$ cat src/rtl/bus_decoder.sv
// bus_decoder: memory-mapped decoder between the CPU data port and N peripheral slots.
// Optional macro BUS_DECODER_PERF_EN adds access/wait counters at STATUS_ADDRESS+3..+5.
module bus_decoder #(
   parameter int N_SLOTS = 6,
   parameter logic [N_SLOTS*16-1:0] SLOT_BASE =
      {16'h8000, 16'h4000, 16'h2000, 16'h0010, 16'h1000, 16'h0000},
   parameter logic [N_SLOTS*16-1:0] SLOT_LAST =
      {16'h8FFF, 16'h4FFF, 16'h2003, 16'h001F, 16'h1002, 16'h00FF},
   parameter int TIMEOUT = 15,
   parameter logic [15:0] STATUS_ADDRESS = 16'h10F0
) (
   input  logic                 clk,
   input  logic                 rst,
   input  logic [7:0]           din,
   input  logic [15:0]          address,
   input  logic                 w_en,
   input  logic                 r_en,
   output logic [7:0]           dout,
   output logic                 busy,
   output logic [N_SLOTS-1:0]   s_w_en,
   output logic [N_SLOTS-1:0]   s_r_en,
   input  logic [N_SLOTS*8-1:0] s_dout,
   input  logic [N_SLOTS-1:0]   s_ready,
   output logic                 err_flag,
   input  logic                 err_flag_clr
);

   localparam int IW = (N_SLOTS > 1) ? $clog2(N_SLOTS) : 1;
`ifdef BUS_DECODER_PERF_EN
   localparam logic [15:0] STAT_SPAN = 16'd6;
`else
   localparam logic [15:0] STAT_SPAN = 16'd3;
`endif
   localparam logic [7:0] TO_LAST = 8'(TIMEOUT - 1);

   typedef enum logic {IDLE, RD} state_t;
   typedef enum logic [1:0] {K_SLOT, K_STAT, K_UNMAP} kind_t;

   state_t state, state_n;
   kind_t kind, kind_n;
   logic [IW-1:0] idx, hit_idx;
   logic [15:0] r_addr, offs, r_offs, err_addr;
   logic [7:0] wcnt, rd_data, stat_byte, err_stat, err_bits;
   logic hit, in_stat, slot_hit, unmapped, go;
   logic accept_rd, rd_fire, timeout;
   logic wr_unmap, rd_unmap, err_set, stat_clr;
   logic [N_SLOTS-1:0] onehot;
   logic unused_din;

   // Write data reaches the slots on a shared bus outside this block.
   assign unused_din = ^din;

   always_comb begin
      hit = 1'b0;
      hit_idx = '0;
      for (int k = N_SLOTS - 1; k >= 0; k--) begin
         if (address >= SLOT_BASE[16*k +: 16] &&
             address <= SLOT_LAST[16*k +: 16]) begin
            hit = 1'b1;
            hit_idx = IW'(k);
         end
      end
   end

   assign offs     = address - STATUS_ADDRESS;
   assign in_stat  = (address >= STATUS_ADDRESS) && (offs < STAT_SPAN);
   assign slot_hit = hit && !in_stat;
   assign unmapped = !hit && !in_stat;
   assign onehot   = N_SLOTS'(1) << hit_idx;

   assign busy = (state == RD) && (kind == K_SLOT) && !s_ready[idx];
   assign go   = !busy && !rst;

   assign s_w_en = (go && slot_hit && w_en) ? onehot : '0;
   assign s_r_en = (go && slot_hit && r_en) ? onehot : '0;

   // A completing read frees the bus, so a new read may be accepted in that cycle.
   assign accept_rd = go && r_en;
   assign timeout   = busy && (wcnt == TO_LAST);
   assign rd_fire   = (state == RD) && (!busy || timeout);

   assign wr_unmap = go && w_en && unmapped;
   assign rd_unmap = accept_rd && unmapped;
   assign err_set  = wr_unmap || rd_unmap || timeout;
   assign err_bits = {5'b0, wr_unmap, timeout, wr_unmap || rd_unmap};
   assign stat_clr = go && w_en && in_stat && (offs == 16'd0);

   always_comb begin
      state_n = state;
      kind_n  = kind;
      if (accept_rd) begin
         state_n = RD;
         kind_n  = in_stat ? K_STAT : (hit ? K_SLOT : K_UNMAP);
      end else if (rd_fire) begin
         state_n = IDLE;
      end
   end

   always_ff @(posedge clk or posedge rst) begin
      if (rst) state <= IDLE;
      else     state <= state_n;
   end

`ifdef BUS_DECODER_PERF_EN
   logic [15:0] acc_cnt;
   logic [7:0]  wait_cnt;
   logic [16:0] acc_sum;
   logic        perf_clr;

   assign acc_sum  = {1'b0, acc_cnt} + 17'(go && slot_hit && w_en)
                   + 17'(go && slot_hit && r_en);
   assign perf_clr = go && w_en && in_stat && (offs == 16'd3);

   always_ff @(posedge clk or posedge rst) begin
      if (rst) begin
         acc_cnt  <= '0;
         wait_cnt <= '0;
      end else if (perf_clr) begin
         acc_cnt  <= '0;
         wait_cnt <= '0;
      end else begin
         acc_cnt <= acc_sum[16] ? 16'hFFFF : acc_sum[15:0];
         if (busy && wait_cnt != 8'hFF) wait_cnt <= wait_cnt + 8'd1;
      end
   end
`endif

   assign r_offs = r_addr - STATUS_ADDRESS;

   always_comb begin
      stat_byte = 8'hFF;
      case (r_offs)
         16'd0:   stat_byte = err_stat;
         16'd1:   stat_byte = err_addr[7:0];
         16'd2:   stat_byte = err_addr[15:8];
`ifdef BUS_DECODER_PERF_EN
         16'd3:   stat_byte = acc_cnt[7:0];
         16'd4:   stat_byte = acc_cnt[15:8];
         16'd5:   stat_byte = wait_cnt;
`endif
         default: stat_byte = 8'hFF;
      endcase
   end

   always_comb begin
      rd_data = 8'hFF;
      if (kind == K_SLOT && !timeout) rd_data = s_dout[8*idx +: 8];
      else if (kind == K_STAT)        rd_data = stat_byte;
   end

   always_ff @(posedge clk or posedge rst) begin
      if (rst) begin
         idx    <= '0;
         r_addr <= '0;
         kind   <= K_UNMAP;
         wcnt   <= '0;
         dout   <= 8'h00;
      end else begin
         if (accept_rd) begin
            idx    <= hit_idx;
            r_addr <= address;
            kind   <= kind_n;
            wcnt   <= '0;
         end else if (busy && !timeout) begin
            wcnt <= wcnt + 8'd1;
         end
         if (rd_fire) dout <= rd_data;
      end
   end

   // Only the first error is captured; later ones just mark overrun.
   always_ff @(posedge clk or posedge rst) begin
      if (rst) begin
         err_flag <= 1'b0;
         err_stat <= '0;
         err_addr <= '0;
      end else if (stat_clr) begin
         err_flag <= 1'b0;
         err_stat <= '0;
         err_addr <= '0;
      end else if (err_set) begin
         err_flag <= 1'b1;
         if (!err_flag) begin
            err_stat <= err_bits;
            err_addr <= timeout ? r_addr : address;
         end else begin
            err_stat[7] <= 1'b1;
         end
      end else if (err_flag_clr) begin
         err_flag <= 1'b0;
      end
   end

endmodule

$ cat config.mk
export PLATFORM = sky130hd
export DESIGN_NAME = bus_decoder
export DESIGN_NICKNAME = d
export VERILOG_FILES = /design/src/rtl/bus_decoder.sv
export SDC_FILE = /design/constraint.sdc
export NUM_CORES = 1
export LEC_CHECK = 0
export CAP_MARGIN = 0
export CORE_MARGIN = 2
export CORE_UTILIZATION = 45
export CTS_CLUSTER_DIAMETER = 50
export DETAILED_ROUTE_END_ITERATION = 8
export PLACE_DENSITY = 0.74
export SLEW_MARGIN = 20
export SYNTH_ARGS = -nofsm -noshare
export SYNTH_HDL_FRONTEND = slang
export SYNTH_SLANG_ARGS = --single-unit
$ cat constraint.sdc
create_clock -name clk -period 7.93 [get_ports clk]
set_input_delay 1.1895 -clock clk [delete_from_list [all_inputs] [get_ports clk]]
set_output_delay 1.1895 -clock clk [all_outputs]
set_load 0.05 [all_outputs]
==> results.sh, run 1 <==
export IMPL_critPathMaxFanout=28
export IMPL_worst_path_largest_cell_delay_ps=880
export IMPL_ys_async_sr_fraction_pct=100
export IMPL_synthToLayoutAreaGrowth_pct=33.8
export IMPL_holdWs_ps=478
export IMPL_ir_drop_mv=0.161
export IMPL_period_needed_ps=5600
export IMPL_outcome="finished clean"
export IMPL_fin_crit_sh_pct=70.7
export IMPL_cts_setup_buffers=0
export IMPL_power_leakage_nw=1.96
export IMPL_final_setup_tns_ps=0
export IMPL_finalWeightedCongestion=0.876
export IMPL_synth_top_area_share_pct=41.7
export IMPL_globalRouteTotalUtil_pct=24.0
export IMPL_maxCapViolCount=0
export IMPL_grt_ovfl_total=0
export IMPL_wl_mm=9.72
export IMPL_routedWlPerCell_um=17.0
export IMPL_fin_nets=551
export IMPL_drc=0
export IMPL_diodes=0
export IMPL_die_y_um=92.0
export IMPL_crit_path_top_delay_cell="and3_1"
export IMPL_htreeDepth=3
export IMPL_ys_top_cells_by_area="dfrtp_1 (42%), nand2_1 (12%), mux2_2 (4.5%)"
export IMPL_synthCells=381
export IMPL_crit_path_end_kind="primary output"
export IMPL_synth_distinct_cells=54
export IMPL_cts_hold_buf=0
export IMPL_tightest_slew_ps=1050
export IMPL_vias=3206
export IMPL_antenna_left=0
export IMPL_drt_iter0_markers=217
export IMPL_fin_skew_ps=9.51
export IMPL_r2r_slack_ps=4710
export IMPL_first_pass_iters=4
export IMPL_port_buffers=94
export IMPL_synth_edf_count=0
export IMPL_cp_common_cell="clkdlybuf4s50_1"
export IMPL_path_buf_inv=2
export IMPL_synth_area_per_cell_um2=9.14
export IMPL_initial_core_util_pct=45.8
export IMPL_dp_hpwl_mm=7.09
export IMPL_fp_dieW_um=92.0
export IMPL_critPathArrivalTime_ps=4410
export IMPL_grt_max_degree=62
export IMPL_grt_pass1_vias=3099
export IMPL_rows=32
export IMPL_reg2reg_from="idx[0]"
export IMPL_cts_tree="built"
export IMPL_io_pins=105
export IMPL_path_depth=7
export IMPL_power_density_nw_per_um2=222
export IMPL_synth_largest_area_cell="dfrtp_1"
export IMPL_whs_endpoint="dout[5]"
export IMPL_rsz0062_at_grt="no"
export IMPL_clock_latency_ps=340
export IMPL_hold_path_cell_count=2
export IMPL_cts_sinks=59
export IMPL_cts_root_buf="clkbuf_8"
export IMPL_fmax_mhz=178
export IMPL_viasPerCell=5.60
export IMPL_worstSetupPathType="in -> out"
export IMPL_max_slew_margin_rel_pct=29.8
export IMPL_synth_seq_cells=59
export IMPL_setup_viol=0
export IMPL_antenna_found_initial=0
export IMPL_crit_family="simple AND/OR/NAND/NOR gates"
export IMPL_grt_pass1_wl_mm=15.7
export IMPL_ys_seq_area_share_pct=42.4
export IMPL_hp_class="reg -> reg"
export IMPL_start_kind="input pin"
export IMPL_finalHoldViolCount=0
export IMPL_synth_area_um2=3480
export IMPL_layout_commonest_cell="nand2_1"
export IMPL_drv_slew=0
export IMPL_drive_above_1_share_pct=9.98
export IMPL_path_cells="clkdlybuf4s50_1 > mux4_2 > a221o_2 > and3_1 > nand3_1 > nor2_1 > clkdlybuf4s50_1"
export IMPL_cts_clk_slew_worst_paths_ps=60
export IMPL_r2r_end="err_stat[2]"
export IMPL_final_cell_mix="nand2_1 (108), clkdlybuf4s50_1 (94), dfrtp_1 (58)"
export IMPL_cts_buffers=9
export IMPL_required_ps=6740
export IMPL_ys_warn_count=0
export IMPL_coreArea_um2=7610
export IMPL_synth_flop_cell="dfrtp_1"
export IMPL_cp_startpoint="s_ready[1]"
export IMPL_cts_max_path_buffers=2
export IMPL_ff2ff_path_depth=6
export IMPL_cts_resized=0
export IMPL_hp_start="dout[5]"
export IMPL_dieArea_um2=8460
metrics by stage:
stage	cell area [µm²]	utilization, %	power, mW	cells	setup slack (ps)
2_1_floorplan	3490	-	0.617	382	2820
3_3_place_gp	4440	58.4	0.722	557	2330
3_5_place_dp	4440	58.4	0.732	557	2290
4_1_cts	4660	61.3	1.04	573	2300
5_1_grt	4660	61.3	1.09	573	2120
6_report	4660	61.3	1.03	573	2330
how the worst max path moves through the flow:
stage | endpoint | slack, ps
2_1_floorplan | s_r_en[1] | 2820
3_3_place_gp | s_r_en[4] | 2330
3_5_place_dp | s_r_en[4] | 2290
4_1_cts | s_r_en[4] | 2300
5_1_grt | s_r_en[1] | 2120
6_report | s_r_en[4] | 2330
sequential cells by signal, summed over array words and instances (netlist names):
register / cells
err_flag: 1
idx: 3
err_addr: 16
state: 1
kind: 2
r_addr: 16
wcnt: 8
err_stat: 4
dout: 8
area by class of cell:
cell class                 count  area [µm²]
clock buffer                  12         145
clock inverter                 4        73.8
fill                         653        2950
inverter                       5        21.3
multi-input combinational    295        1860
sequential                    59        1480
tap                          102         128
timing repair buffer          96         956
metal layers:
metal  global-route usage (%)  part of all wire [%]  vias up
met2                     37.9                    50      106
met1                     32.4                    42     1536
met5                        0                     0        -
met3                     4.03                   5.0       21
li1                         -                     -     1543
met4                     11.6                   2.9        0
worst register-to-register path, stage by stage (launching register included):
cell and delay, ps:
dfrtp_1 910, mux4_2 610, a221o_2 480, o211ai_1 150, or4_2 590, a211oi_2 160, a31o_2 240
cells by family after synthesis:
| family | Yosys count | synth area share [%] |
|---|---|---|
| buffers and inverters | 28 | 4.35 |
| AOI/OAI and AO/OA | 62 | 13.7 |
| DFF | 59 | 42.4 |
| other | 1 | 0.108 |
| adders and majority gates | 2 | 0.718 |
| muxes | 23 | 10.9 |
| and+or+nand+nor | 198 | 25.8 |
| xor gates and xnor gates | 8 | 2.01 |
synthesized netlist by cell type (4+ instances only):
cell and count:
nand2_1 108, dfrtp_1 58, nor2_1 29, nand3_1 23, o211ai_1 17, mux2_2 14
a221oi_1 12, o31ai_1 11, buf_2 8, clkbuf_1 7, xor2_1 7, o21ai_0 6
mux4_1 5, nor2b_1 5, a311oi_1 4, and2_1 4, mux4_2 4, nand4_1 4
nor4_1 4
power by group:
group	internal [mW]	switching, mW	total, mW	leakage (nW)
Combinational	0.139	0.164	0.303	1.11
Sequential	0.366	0.0574	0.423	0.738
Clock	0.186	0.123	0.308	0.111
Total	0.691	0.344	1.03	1.96
No activity file was read; power rests on OpenSTA's default activity.
==> run 2, diff against run 1 <==
--- a/config.mk
+++ b/config.mk
@@ -7,7 +7,7 @@
 export LEC_CHECK = 0
 export CAP_MARGIN = 0
 export CORE_MARGIN = 2
-export CORE_UTILIZATION = 45
+export CORE_UTILIZATION = 43
 export CTS_CLUSTER_DIAMETER = 50
 export DETAILED_ROUTE_END_ITERATION = 8
 export PLACE_DENSITY = 0.74
==> constraint.sdc (replaced) <==
create_clock -name clk -period 4.5 [get_ports clk]
set_input_delay 0.675 -clock clk [delete_from_list [all_inputs] [get_ports clk]]
set_output_delay 0.675 -clock clk [all_outputs]
set_load 0.05 [all_outputs]
==> results.sh, run 2 (synthesized netlist as in run 1, its figures left out) <==
export IMPL_antenna_found_initial=0
export IMPL_layout_commonest_cell="nand2_1"
export IMPL_drt_iter0_markers=181
export IMPL_required_ps=3830
export IMPL_viasPerCell=5.66
export IMPL_finalWeightedCongestion=0.910
export IMPL_setup_viol=0
export IMPL_tightest_slew_ps=961
export IMPL_power_leakage_nw=1.96
export IMPL_cts_resized=0
export IMPL_grt_ovfl_total=0
export IMPL_hp_class="reg -> reg"
export IMPL_path_buf_inv=2
export IMPL_critPathArrivalTime_ps=3410
export IMPL_cts_clk_slew_worst_paths_ps=60
export IMPL_crit_path_end_kind="primary output"
export IMPL_diodes=0
export IMPL_fp_dieW_um=94.0
export IMPL_initial_core_util_pct=44.6
export IMPL_antenna_left=0
export IMPL_largestRegisters="err_addr (16), r_addr (16)"
export IMPL_cts_tree="built"
export IMPL_ir_drop_mv=0.220
export IMPL_dp_hpwl_mm=7.33
export IMPL_crit_path_top_delay_cell="clkdlybuf4s50_1"
export IMPL_worstSetupPathType="in -> out"
export IMPL_cts_root_buf="clkbuf_8"
export IMPL_synthToLayoutAreaGrowth_pct=32.3
export IMPL_grt_pass1_vias=3137
export IMPL_first_pass_iters=4
export IMPL_fin_nets=553
export IMPL_wl_mm=9.97
export IMPL_utilization_pct=59.0
export IMPL_max_slew_margin_rel_pct=35.5
export IMPL_final_setup_tns_ps=0
export IMPL_power_density_nw_per_um2=369
export IMPL_drc=0
export IMPL_cp_common_cell="clkdlybuf4s50_1"
export IMPL_coreArea_um2=7810
export IMPL_drive_above_1_share_pct=11.0
export IMPL_outcome="finished clean"
export IMPL_maxCapViolCount=0
export IMPL_dieArea_um2=8840
export IMPL_rows=32
export IMPL_routedWlPerCell_um=17.4
export IMPL_period_needed_ps=4090
export IMPL_fmax_mhz=245
export IMPL_total_power_mw=1.70
export IMPL_port_buffers=94
export IMPL_htreeDepth=3
export IMPL_cts_setup_buffers=0
export IMPL_start_kind="input pin"
export IMPL_fin_skew_ps=5.54
export IMPL_cts_buffers=9
export IMPL_path_cells="clkdlybuf4s50_1 > nor4_1 > nand2_1 > o21ai_0 > a22o_1 > nand2b_1 > nor2_1 > clkdlybuf4s50_1"
export IMPL_vias=3251
export IMPL_critPathMaxFanout=6
export IMPL_grt_pass1_wl_mm=15.9
export IMPL_cts_max_path_buffers=2
export IMPL_grt_max_degree=61
export IMPL_fin_crit_sh_pct=90.8
export IMPL_cts_hold_buf=0
export IMPL_crit_family="buffers and inverters"
export IMPL_finalHoldViolCount=0
export IMPL_fillerInstances=710
export IMPL_die_y_um=94.0
export IMPL_rsz0062_at_grt="no"
export IMPL_io_pins=105
export IMPL_final_cell_mix="nand2_1 (108), clkdlybuf4s50_1 (90), dfrtp_1 (58)"
export IMPL_cts_sinks=59
export IMPL_globalRouteTotalUtil_pct=23.4
export IMPL_clock_latency_ps=340
export IMPL_worst_path_largest_cell_delay_ps=810
export IMPL_drv_slew=0
==> run 2: changes by cell type in the layout (fill, tap and decap cells not counted) <==
cell | before | now
buf_4 | 2 | 8
clkinv_4 | 1 | 0
bufinv_16 | 2 | 0
clkinv_2 | 1 | 3
clkdlybuf4s50_1 | 94 | 90
==> run 2: routing by layer <==
metal / GRT usage, % / vias to the layer above / wire (µm)
met3: 4.82 / 20 / 479
met4: 7.13 / 0 / 222
met2: 38.9 / 100 / 5070
li1: - / 1544 / -
met1: 30.7 / 1587 / 4190
met5: 0 / - / 0
==> run 2: cell type report <==
type | instances | area (µm²) | area share, %
Sequential cell | 59 | 1480 | 32.1
Tap cell | 102 | 128 | 2.77
Clock inverter | 3 | 15.0 | 0.326
Clock buffer | 12 | 145 | 3.15
Multi-Input combinational cell | 295 | 1860 | 40.4
Inverter | 5 | 21.3 | 0.462
Timing Repair Buffer | 98 | 961 | 20.9
==> run 2: stage by stage <==
stage | area [µm²] | hold slack, ps | cells | worst slack (ps)
finish | 4610 | 474 | 574 | 414
global route | 4610 | 495 | 574 | 224
CTS | 4610 | 480 | 574 | 448
detailed placement | 4450 | 466 | 559 | 453
global placement | 4450 | 457 | 559 | 485
floorplan | 3490 | 442 | 382 | 419
==> run 2: final timing paths <==
check,cells after the start,slack (ps),to,start
max in group asynchronous,3,3070,r_addr[2],rst
min in group asynchronous,3,950,wcnt[2],rst
setup reg to reg,6,1490,err_addr[13],idx[1]
setup / recovery,8,410,s_w_en[0],address[15]
hold / removal,2,470,dout[1],dout[1]
hold reg to reg,2,470,dout[1],dout[1]
==> run 2: power by group <==
part,internal (mW),switching [mW]
Clock,0.209,0.205
Combinational,0.247,0.299
Sequential,0.645,0.0930
==> run 2: tightest hold or removal path: cells and delay by family (launching register included) <==
kind | cells | cell delay [ps]
AO/OA/AOI/OAI | 1 | 50
flip-flops | 1 | 340
AND/OR/NAND/NOR | 1 | 50
